### config.mk
export PLATFORM = sky130hd
export DESIGN_NAME = rx_ccsk_corr_engine
export DESIGN_NICKNAME = d
export VERILOG_FILES = /design/src/rtl/rx_ccsk_pkg.sv /design/src/rtl/rx_ccsk_lane_max.sv /design/src/rtl/rx_ccsk_corr_engine.sv
export SDC_FILE = /design/constraint.sdc
export NUM_CORES = 1
export LEC_CHECK = 0
export ABC_AREA = 1
export CORE_UTILIZATION = 60
export CTS_CLUSTER_DIAMETER = 30
export DETAILED_ROUTE_END_ITERATION = 16
export GPL_TIMING_DRIVEN = 0
export PLACE_DENSITY = 0.9
export SYNTH_ARGS = -nofsm -noshare
export SYNTH_HDL_FRONTEND = slang
export SYNTH_SLANG_ARGS = --single-unit
### constraint.sdc
create_clock -name logic_clk_in -period 10.6 [get_ports logic_clk_in]
set_clock_uncertainty 0.1 [all_clocks]
set_input_delay 1.59 -clock logic_clk_in [delete_from_list [all_inputs] [get_ports logic_clk_in]]
set_output_delay 1.59 -clock logic_clk_in [all_outputs]
set_load 0.005 [all_outputs]
### src/rtl/rx_ccsk_pkg.sv
// Shared types and helpers for the CCSK correlation engine.
package rx_ccsk_pkg;

  typedef enum logic [1:0] {
    ST_IDLE,
    ST_FETCH,
    ST_DRAIN,
    ST_HOLD
  } state_e;

  localparam int unsigned CCSK_SEQ_NUM = 2 ** 5;
  localparam int unsigned POP_MAX_W    = 256;

  function automatic int unsigned calc_pw(input int unsigned chip_w);
    return $clog2(chip_w + 1);
  endfunction

  function automatic int unsigned popcount(input logic [POP_MAX_W-1:0] v);
    int unsigned n;
    n = 0;
    for (int unsigned i = 0; i < POP_MAX_W; i++) begin
      n += 32'(v[i]);
    end
    return n;
  endfunction

endpackage

### src/rtl/rx_ccsk_lane_max.sv
// Per-row correlation stages: registered lane agreement counts, then a
// registered lane max / second-max with the winning lane index.
module rx_ccsk_lane_max
  import rx_ccsk_pkg::*;
#(
  parameter int unsigned CHIP_W = 32,
  parameter int unsigned LANES  = 4,
  parameter int unsigned PW     = 6,
  parameter int unsigned LIDX_W = 2
) (
  input  logic                    clk,
  input  logic                    rst_n,
  input  logic [CHIP_W-1:0]       word_i,
  input  logic [LANES*CHIP_W-1:0] seq_i,
  output logic [PW-1:0]           max_o,
  output logic [PW-1:0]           sec_o,
  output logic [LIDX_W-1:0]       idx_o
);

  logic [PW-1:0]     agree_d [LANES];
  logic [PW-1:0]     agree_q [LANES];
  logic [PW-1:0]     max_d, max_q;
  logic [PW-1:0]     sec_d, sec_q;
  logic [LIDX_W-1:0] idx_d, idx_q;

  always_comb begin
    for (int unsigned j = 0; j < LANES; j++) begin
      agree_d[j] = PW'(CHIP_W - popcount(POP_MAX_W'(word_i ^ seq_i[j*CHIP_W +: CHIP_W])));
    end
  end

  // Strict compares keep the lower lane index on ties.
  always_comb begin
    max_d = agree_q[0];
    sec_d = '0;
    idx_d = '0;
    for (int unsigned j = 1; j < LANES; j++) begin
      if (agree_q[j] > max_d) begin
        sec_d = max_d;
        max_d = agree_q[j];
        idx_d = LIDX_W'(j);
      end else if (agree_q[j] > sec_d) begin
        sec_d = agree_q[j];
      end
    end
  end

  always_ff @(posedge clk or negedge rst_n) begin
    if (!rst_n) begin
      for (int unsigned j = 0; j < LANES; j++) begin
        agree_q[j] <= '0;
      end
      max_q <= '0;
      sec_q <= '0;
      idx_q <= '0;
    end else begin
      for (int unsigned j = 0; j < LANES; j++) begin
        agree_q[j] <= agree_d[j];
      end
      max_q <= max_d;
      sec_q <= sec_d;
      idx_q <= idx_d;
    end
  end

  assign max_o = max_q;
  assign sec_o = sec_q;
  assign idx_o = idx_q;

endmodule

### src/rtl/rx_ccsk_corr_engine.sv
// CCSK despreader: correlates one chip word against all stored sequences,
// LANES per cycle. Optional erasure flag under CCSK_ERASURE_EN.
module rx_ccsk_corr_engine
  import rx_ccsk_pkg::*;
#(
  parameter int unsigned CHIP_W   = 32,
  parameter int unsigned SYM_BITS = $clog2(CCSK_SEQ_NUM),
  parameter int unsigned LANES    = 4,
  parameter int unsigned PW       = calc_pw(CHIP_W)
) (
  input  logic                              logic_clk_in,
  input  logic                              logic_rst_n_in,
  input  logic                              data_valid_in,
  output logic                              data_ready_out,
  input  logic [CHIP_W-1:0]                 data_ccsk_in,
  output logic                              seq_rd_en_out,
  output logic [SYM_BITS-$clog2(LANES)-1:0] seq_rd_addr_out,
  input  logic [LANES*CHIP_W-1:0]           seq_data_in,
  input  logic [PW-1:0]                     thresh_in,
  output logic                              sym_valid_out,
  input  logic                              sym_ready_in,
  output logic [SYM_BITS-1:0]               sym_data_out,
  output logic [PW-1:0]                     sym_peak_out,
  output logic [PW-1:0]                     sym_margin_out,
  output logic                              sym_erasure_out,
  output logic                              busy_out
);

  localparam int unsigned ROW_W  = SYM_BITS - $clog2(LANES);
  localparam int unsigned ROWS   = 2 ** ROW_W;
  localparam int unsigned LIDX_W = (LANES > 1) ? $clog2(LANES) : 1;
  localparam int unsigned TAG_W  = ROW_W + 2;
  localparam int unsigned TAG_V  = ROW_W + 1;
  localparam int unsigned TAG_L  = ROW_W;

  state_e              state_q, state_d;
  logic [ROW_W-1:0]    row_q, row_d;
  logic [CHIP_W-1:0]   word_q, word_d;
  logic                init_q, init_d;
  logic [TAG_W-1:0]    s1_tag_q, s1_tag_d;
  logic [TAG_W-1:0]    s2_tag_q, s2_tag_d;
  logic [TAG_W-1:0]    s3_tag_q, s3_tag_d;
  logic                s4_last_q, s4_last_d;
  logic [PW-1:0]       best_q, best_d;
  logic [PW-1:0]       sec_q, sec_d;
  logic [SYM_BITS-1:0] bidx_q, bidx_d;
  logic [SYM_BITS-1:0] res_sym_q, res_sym_d;
  logic [PW-1:0]       res_peak_q, res_peak_d;
  logic [PW-1:0]       res_margin_q, res_margin_d;

  logic [PW-1:0]       lane_max, lane_sec;
  logic [LIDX_W-1:0]   lane_idx;
  logic [SYM_BITS-1:0] cand_sym;
  logic                load_res;
  logic                rd_last;

  rx_ccsk_lane_max #(
    .CHIP_W (CHIP_W),
    .LANES  (LANES),
    .PW     (PW),
    .LIDX_W (LIDX_W)
  ) u_lane_max (
    .clk    (logic_clk_in),
    .rst_n  (logic_rst_n_in),
    .word_i (word_q),
    .seq_i  (seq_data_in),
    .max_o  (lane_max),
    .sec_o  (lane_sec),
    .idx_o  (lane_idx)
  );

  assign data_ready_out  = init_q && (state_q == ST_IDLE);
  assign seq_rd_en_out   = (state_q == ST_FETCH);
  assign seq_rd_addr_out = row_q;
  assign rd_last         = seq_rd_en_out && (row_q == ROW_W'(ROWS - 1));
  assign cand_sym        = SYM_BITS'(32'(s3_tag_q[ROW_W-1:0]) * LANES + 32'(lane_idx));
  assign load_res        = (state_q == ST_DRAIN) && s4_last_q;

  always_comb begin
    state_d      = state_q;
    row_d        = row_q;
    word_d       = word_q;
    init_d       = 1'b1;
    s1_tag_d     = {seq_rd_en_out, rd_last, row_q};
    s2_tag_d     = s1_tag_q;
    s3_tag_d     = s2_tag_q;
    s4_last_d    = s3_tag_q[TAG_V] && s3_tag_q[TAG_L];
    best_d       = best_q;
    sec_d        = sec_q;
    bidx_d       = bidx_q;
    res_sym_d    = res_sym_q;
    res_peak_d   = res_peak_q;
    res_margin_d = res_margin_q;

    // Strict greater keeps the earlier (lower) symbol on ties; the loser
    // of the compare is what competes for second place.
    if (s3_tag_q[TAG_V]) begin
      if (lane_max > best_q) begin
        best_d = lane_max;
        bidx_d = cand_sym;
        sec_d  = (best_q > lane_sec) ? best_q : lane_sec;
      end else if (lane_max > sec_q) begin
        sec_d = lane_max;
      end
    end

    case (state_q)
      ST_IDLE: begin
        if (data_valid_in && data_ready_out) begin
          word_d  = data_ccsk_in;
          best_d  = '0;
          sec_d   = '0;
          bidx_d  = '0;
          row_d   = '0;
          state_d = ST_FETCH;
        end
      end
      ST_FETCH: begin
        row_d = row_q + 1'b1;
        if (rd_last) begin
          state_d = ST_DRAIN;
        end
      end
      ST_DRAIN: begin
        if (load_res) begin
          res_sym_d    = bidx_q;
          res_peak_d   = best_q;
          res_margin_d = best_q - sec_q;
          state_d      = ST_HOLD;
        end
      end
      ST_HOLD: begin
        if (sym_ready_in) begin
          state_d = ST_IDLE;
        end
      end
      default: state_d = ST_IDLE;
    endcase
  end

  always_ff @(posedge logic_clk_in or negedge logic_rst_n_in) begin
    if (!logic_rst_n_in) begin
      state_q      <= ST_IDLE;
      row_q        <= '0;
      word_q       <= '0;
      init_q       <= 1'b0;
      s1_tag_q     <= '0;
      s2_tag_q     <= '0;
      s3_tag_q     <= '0;
      s4_last_q    <= 1'b0;
      best_q       <= '0;
      sec_q        <= '0;
      bidx_q       <= '0;
      res_sym_q    <= '0;
      res_peak_q   <= '0;
      res_margin_q <= '0;
    end else begin
      state_q      <= state_d;
      row_q        <= row_d;
      word_q       <= word_d;
      init_q       <= init_d;
      s1_tag_q     <= s1_tag_d;
      s2_tag_q     <= s2_tag_d;
      s3_tag_q     <= s3_tag_d;
      s4_last_q    <= s4_last_d;
      best_q       <= best_d;
      sec_q        <= sec_d;
      bidx_q       <= bidx_d;
      res_sym_q    <= res_sym_d;
      res_peak_q   <= res_peak_d;
      res_margin_q <= res_margin_d;
    end
  end

`ifdef CCSK_ERASURE_EN
  logic eras_q, eras_d;

  always_comb begin
    eras_d = eras_q;
    if (load_res) begin
      eras_d = (best_q < thresh_in) || (best_q == sec_q);
    end
  end

  always_ff @(posedge logic_clk_in or negedge logic_rst_n_in) begin
    if (!logic_rst_n_in) begin
      eras_q <= 1'b0;
    end else begin
      eras_q <= eras_d;
    end
  end

  assign sym_erasure_out = eras_q;
`else
  logic unused_thresh;
  assign unused_thresh   = ^thresh_in;
  assign sym_erasure_out = 1'b0;
`endif

  assign sym_valid_out  = (state_q == ST_HOLD);
  assign busy_out       = (state_q != ST_IDLE);
  assign sym_data_out   = res_sym_q;
  assign sym_peak_out   = res_peak_q;
  assign sym_margin_out = res_margin_q;

endmodule
==> impl_metrics.tcl, run 1 <==
set metrics [dict create \
    finalSetupTns_ns 0 \
    ys_seq_elements 126 \
    path_common_cell "fa_1" \
    critPathBufInv 4 \
    min-delay-path-class "reg2reg" \
    relSlewSlack_pct 44.9 \
    antenna_cells 0 \
    post-dp-hpwl_um 25100 \
    cts-buffers-inserted 17 \
    clock_latency_ns 0.43 \
    max_stage_delay_ns 0.56 \
    syn_avg_cell_area_sq_um 9.74 \
    via_per_inst 5.34 \
    gp_congestion 0.922 \
    hold_viol 0 \
    first_pass_iters 6 \
    rsz0062_at_grt "no" \
    cts_hold_buf 0 \
    syn_inst 1210 \
    min_from "s2_tag_q[4]" \
    finalCritPeriodShare_pct 63.9 \
    synth_area_sq_um 11800 \
    setup-violations-final 0 \
    cts.path.max_buffers 2 \
    antenna_found_initial 0 \
    maxCapViolations 0 \
    dieArea_sq_um 20200 \
    cp_top_family "adder cells" \
    drive_gt1_share_pct 6.71 \
    wl_per_cell_um 18.1 \
    grt_overflow 0 \
    hold_slack_ns 0.253 \
    fp.dieW_um 142 \
    grt_pass1_wl_um 49300 \
    fmax_ghz 0.148 \
    period_needed_ns 6.77 \
    h-tree-depth 4 \
    post_cts_buffers 0 \
    worstSetupPathType "in2reg" \
    clk_pin_slew_worst_paths_ns 0.06 \
    arrival_ns 7.01 \
    status "complete, no violations" \
    vias 9027 \
    cp-end-kind "flop" \
    area_delta_synth_final_pct 24.2 \
    cp_slowest_cell "fa_1" \
    die_y_um 142 \
    synth_fp_nets 1660 \
    pin_count 195 \
    cts_resized 0 \
    tightest_slew_ns 0.826 \
    worstPathRequired_ns 10.84 \
    crit_start "seq_data_in[5]" \
    drc_errors 0 \
    r2r_start "word_q[5]" \
    rows 50 \
    grt_pass1_vias 10048 \
    start_util_pct 62.2 \
    grtUsageTotal_pct 32.6 \
    cts.sinks 126 \
    yosys_warnings 0 \
    grt_max_degree 77 \
    nets 1867 \
    yosysSeqAreaShare_pct 26.7 \
    cts-root-buf "clkbuf_16" \
    routed_wl_um 30500 \
    io_buffers 187 \
    slew_viol_final 0 \
    cts_tree "built" \
    cp_cell_sequence "clkdlybuf4s50_1 > xnor2_1 > fa_1 > ha_1 > fa_1 > inv_1 > fa_1 > fa_1 > fa_1 > fa_1 > fa_1 > inv_1 > ha_1 > inv_1 > fa_1 > xnor2_1" \
    drtAntennaViolNets 0 \
    coreArea_sq_um 19000 \
    crit_path_start_kind "input port" \
    crit_fanout 2 \
    ys_types 36 \
    drtIter0Drc 492 \
]
## layout make-up
| cell class | instances | area [sq um] |
|---|---|---|
| Fill cell | 1159 | 4320 |
| Inverter | 241 | 905 |
| Tap cell | 260 | 325 |
| Timing Repair Buffer | 188 | 1900 |
| Clock buffer | 17 | 425 |
| Buffer | 53 | 215 |
| Clock inverter | 15 | 196 |
| Sequential cell | 126 | 3150 |
| Multi-Input combinational cell | 790 | 7520 |
## registers in the layout (all words and copies together) (netlist names), 5 cells and up
name and count:
best_q 6, bidx_q 5, s1_tag_q 5, s2_tag_q 5, s3_tag_q 5, sec_q 6
sym_data_out 5, sym_margin_out 6, sym_peak_out 6, u_lane_max.agree_q 24, u_lane_max.max_o 6, u_lane_max.sec_o 6
word_q 32
## metrics by stage
stage / utilization [%] / instances / cell area, sq um / setup slack (ns)
after floorplan: - / 1210 / 11800 / 4.16
after global placement: 73.8 / 1657 / 14000 / 2.85
after detailed placement: 73.9 / 1658 / 14000 / 3.41
after CTS: 77.2 / 1690 / 14600 / 3.83
after global routing: 77.2 / 1690 / 14600 / 3.60
final: 77.2 / 1690 / 14600 / 3.83
## final timing paths
kind	to	slack [ns]	cells past startpoint
min in group asynchronous	word_q[29]	1.00	1
min reg2reg	s3_tag_q[4]	0.25	0
max reg2reg	u_lane_max.agree_q[22]	4.81	16
max	u_lane_max.agree_q[22]	3.83	16
max in group asynchronous	word_q[0]	8.63	2
min	s3_tag_q[4]	0.25	0
## cell usage after synthesis, drive strengths merged
master | instances | area, sq um
nand3b | 2 | 15.0
nand2 | 123 | 489
inv | 241 | 905
ha | 183 | 2290
clkbuf | 43 | 161
nand4 | 2 | 12.5
fa | 97 | 1940
o21ai | 75 | 375
xnor2 | 101 | 885
nor2 | 18 | 82.6
and2 | 5 | 31.3
o21bai | 1 | 7.51
o221ai | 2 | 17.5
a21oi | 46 | 230
a221oi | 1 | 8.76
buf | 10 | 53.8
conb | 2 | 7.51
a31oi | 1 | 6.26
or2 | 7 | 43.8
nor3 | 1 | 5.00
mux2 | 32 | 360
xor2 | 38 | 333
o211ai | 15 | 113
nand3 | 38 | 263
dfrtp | 126 | 3150
## cells by family after synthesis
family	share of synthesized area (%)
buffers and inverters	9.50
adders and majority gates	35.9
and+or+nand+nor	7.99
AOI/OAI and AO/OA	6.43
xor gates and xnor gates	10.3
DFF	26.7
muxes	3.06
other	0.0637
## per-layer routing
| metal | vias to the layer above | track usage, % | share of wire (%) |
|---|---|---|---|
| met5 | - | 0 | 0 |
| met1 | 4402 | 34.8 | 37 |
| met3 | 109 | 7.50 | 5.7 |
| met2 | 314 | 59.4 | 51 |
| met4 | 0 | 18.1 | 5.5 |
| li1 | 4202 | - | - |
## worst register-to-register path, cell delays in order, from the launching register on
cell      delay (ns)
dfrtp_1         0.37
clkbuf_1        0.20
xnor2_1         0.28
fa_1            0.46
ha_1            0.23
fa_1            0.56
inv_1           0.07
fa_1            0.51
fa_1            0.54
fa_1            0.47
fa_1            0.50
fa_1            0.48
inv_1           0.08
ha_1            0.21
inv_1           0.07
fa_1            0.38
xnor2_1         0.20
## layout by cell type, fill, tap and decap left out, types with 17 or more instances in the layout
cell type / synthesis / final
a21oi_1: 46 / 46
clkbuf_1: 43 / 43
clkbuf_16: 0 / 17
clkdlybuf4s50_1: 0 / 186
dfrtp_1: 126 / 126
fa_1: 97 / 97
ha_1: 183 / 183
inv_1: 240 / 240
mux2_2: 32 / 32
nand2_1: 116 / 116
nand3_1: 28 / 28
o21ai_0: 67 / 67
xnor2_1: 101 / 101
xor2_1: 38 / 38
Power of run 1 is not shown: default switching activity piles up to over one toggle a cycle in this logic, so the estimate is an artifact.
==> run 2, diff against run 1 <==
- CORE_UTILIZATION: 60 -> 55
- PLACE_DENSITY: 0.9 -> 0.84
- clock period: 10.6 -> 6.26 ns (I/O delays scaled with it)
==> run 2 against run 1 <==
  * Global-route usage down 3.8 points
  * Cell area up 0.20%
  * Worst hold slack worse by 0.010 ns
  * Non-clock buffer count unchanged
  * Setup slack worse by 3.6 ns
  * Critical path depth unchanged
  * Die area up 9.0%
  * Sequential share of layout area about the same
==> impl_metrics.tcl, run 2 (same netlist as run 1, synthesis figures left out) <==
set metrics [dict create \
    arrival_ns 6.27 \
    ff2ff_path_depth 17 \
    grt_pass1_vias 9556 \
    wl_per_cell_um 17.4 \
    regArea_sq_um 3150 \
    fmax_ghz 0.165 \
    drtAntennaViolNets 0 \
    multi_input_area_sq_um 7520 \
    critPathBufInv 4 \
    nets 1867 \
    fp.dieW_um 148 \
    crit_start "seq_data_in[100]" \
    worstReg2RegEnd "u_lane_max.agree_q[16]" \
    cp_top_family "adder cells" \
    antenna_found_initial 0 \
    vias 8810 \
    cts_tree "built" \
    r2r_slack_ns 0.51 \
    crit_path_start_kind "input port" \
    pin_count 195 \
    period_needed_ns 6.06 \
    grt_overflow 0 \
    max_stage_delay_ns 0.54 \
    layout_common_cells "240 x inv_1, 186 x clkdlybuf4s50_1, 183 x ha_1" \
    cts.sinks 126 \
    clk_pin_slew_worst_paths_ns 0.06 \
    grt_max_degree 73 \
    start_util_pct 56.1 \
    cts_hold_buf 0 \
    rows 53 \
    place_inst 1673 \
    largest_register_ffs 32 \
    via_per_inst 5.17 \
    hold_viol 0 \
    cts.path.max_buffers 2 \
    crit_fanout 2 \
    h-tree-depth 4 \
    io_buffers 187 \
    die_y_um 148 \
    min-delay-path-class "reg2reg" \
    maxCapViolations 0 \
    tightest_slew_ns 0.800 \
    hold_slack_ns 0.242 \
    regMostFlops "word_q" \
    slew_viol_final 0 \
    gp_congestion 0.925 \
    grt_pass1_wl_um 47500 \
    grtUsageTotal_pct 28.9 \
    post_cts_buffers 0 \
    coreArea_sq_um 21000 \
    setup-violations-final 0 \
    path_common_cell "fa_1" \
    r2r_start "word_q[7]" \
    cp-end-kind "flop" \
    path_depth 16 \
    reg.largest.list "word_q (32), u_lane_max.agree_q (24)" \
    worstPathRequired_ns 6.47 \
    clock_latency_ns 0.43 \
    cts-root-buf "clkbuf_16" \
    dieArea_sq_um 22000 \
    antenna_cells 0 \
    cts_resized 0 \
    drtIter0Drc 367 \
    rsz0062_at_grt "no" \
    status "complete, no violations" \
    routed_wl_um 29700 \
    cp_cell_sequence "clkdlybuf4s50_1 > xor2_1 > fa_1 > inv_1 > ha_1 > fa_1 > fa_1 > inv_1 > fa_1 > fa_1 > inv_1 > fa_1 > fa_1 > ha_1 > fa_1 > xor2_1" \
    finalCritPeriodShare_pct 96.8 \
    nFillCells 1446 \
    cp_slowest_cell "fa_1" \
    crit_end "u_lane_max.agree_q[4]" \
    cts-buffers-inserted 17 \
    area_delta_synth_final_pct 24.4 \
    final_common_cell "inv_1" \
    drc_errors 0 \
    relSlewSlack_pct 46.7 \
    first_pass_iters 5 \
    post-dp-hpwl_um 24200 \
    drive_gt1_share_pct 6.65 \
    worstSetupPathType "in2reg" \
    instances_no_fill 1704 \
]
run 2: cell count changes in the layout (fill, tap and decap cells not counted):
cell        previous run  this run
inv_6                  7         3
bufinv_16              2         4
clkinv_4               1         3
clkinv_8               2         0
clkinv_2               0         1
clkinvlp_4             0         1
inv_8                  3         2
run 2: how the worst min path moves through the flow:
| stage | endpoint | slack, ns | cells past startpoint | startpoint |
|---|---|---|---|---|
| after detailed placement | s2_tag_q[4] | 0.24 | 0 | s1_tag_q[4] |
| after global placement | s2_tag_q[1] | 0.23 | 0 | s1_tag_q[1] |
| after CTS | s3_tag_q[4] | 0.24 | 0 | s2_tag_q[4] |
| final | s3_tag_q[4] | 0.24 | 0 | s2_tag_q[4] |
| after floorplan | s2_tag_q[0] | 0.23 | 0 | s1_tag_q[0] |
| after global routing | s3_tag_q[4] | 0.25 | 0 | s2_tag_q[4] |
run 2: layout make-up:
cell class	count	area share, %
clock buffer	17	2.90
multi-input combinational	790	51.2
clock inverter	14	1.42
buffer	53	1.47
sequential	126	21.5
inverter	241	6.17
timing repair buffer	188	13.0
tap	275	2.35
run 2: worst register-to-register path, delay by kind of cell (launching register included):
| kind | cells | cell delay, ns |
|---|---|---|
| adders and majority gates | 10 | 4.34 |
| xor gates and xnor gates | 2 | 0.37 |
| buffers and inverters | 5 | 0.45 |
| DFF | 1 | 0.36 |
run 2: through the flow:
step	instance area (sq um)	setup TNS, ns	setup WS, ns	util, %
after global routing	14700	0	0.0253	69.8
after floorplan	11800	0	0.475	-
after global placement	14000	-118.49	-0.949	66.6
final	14700	0	0.203	69.8
after detailed placement	14000	-1.24	-0.211	66.8
after CTS	14700	0	0.197	69.8
run 2: layer usage:
metal  part of all wire, %  GRT usage [%]  up-vias
li1                      -              -     4207
met1                    39           31.9     4226
met2                    50           51.2      293
met3                   4.5           5.25       84
met4                   6.3           18.4        0
met5                     0              0        -
Power of run 2 is left out for the same reason.
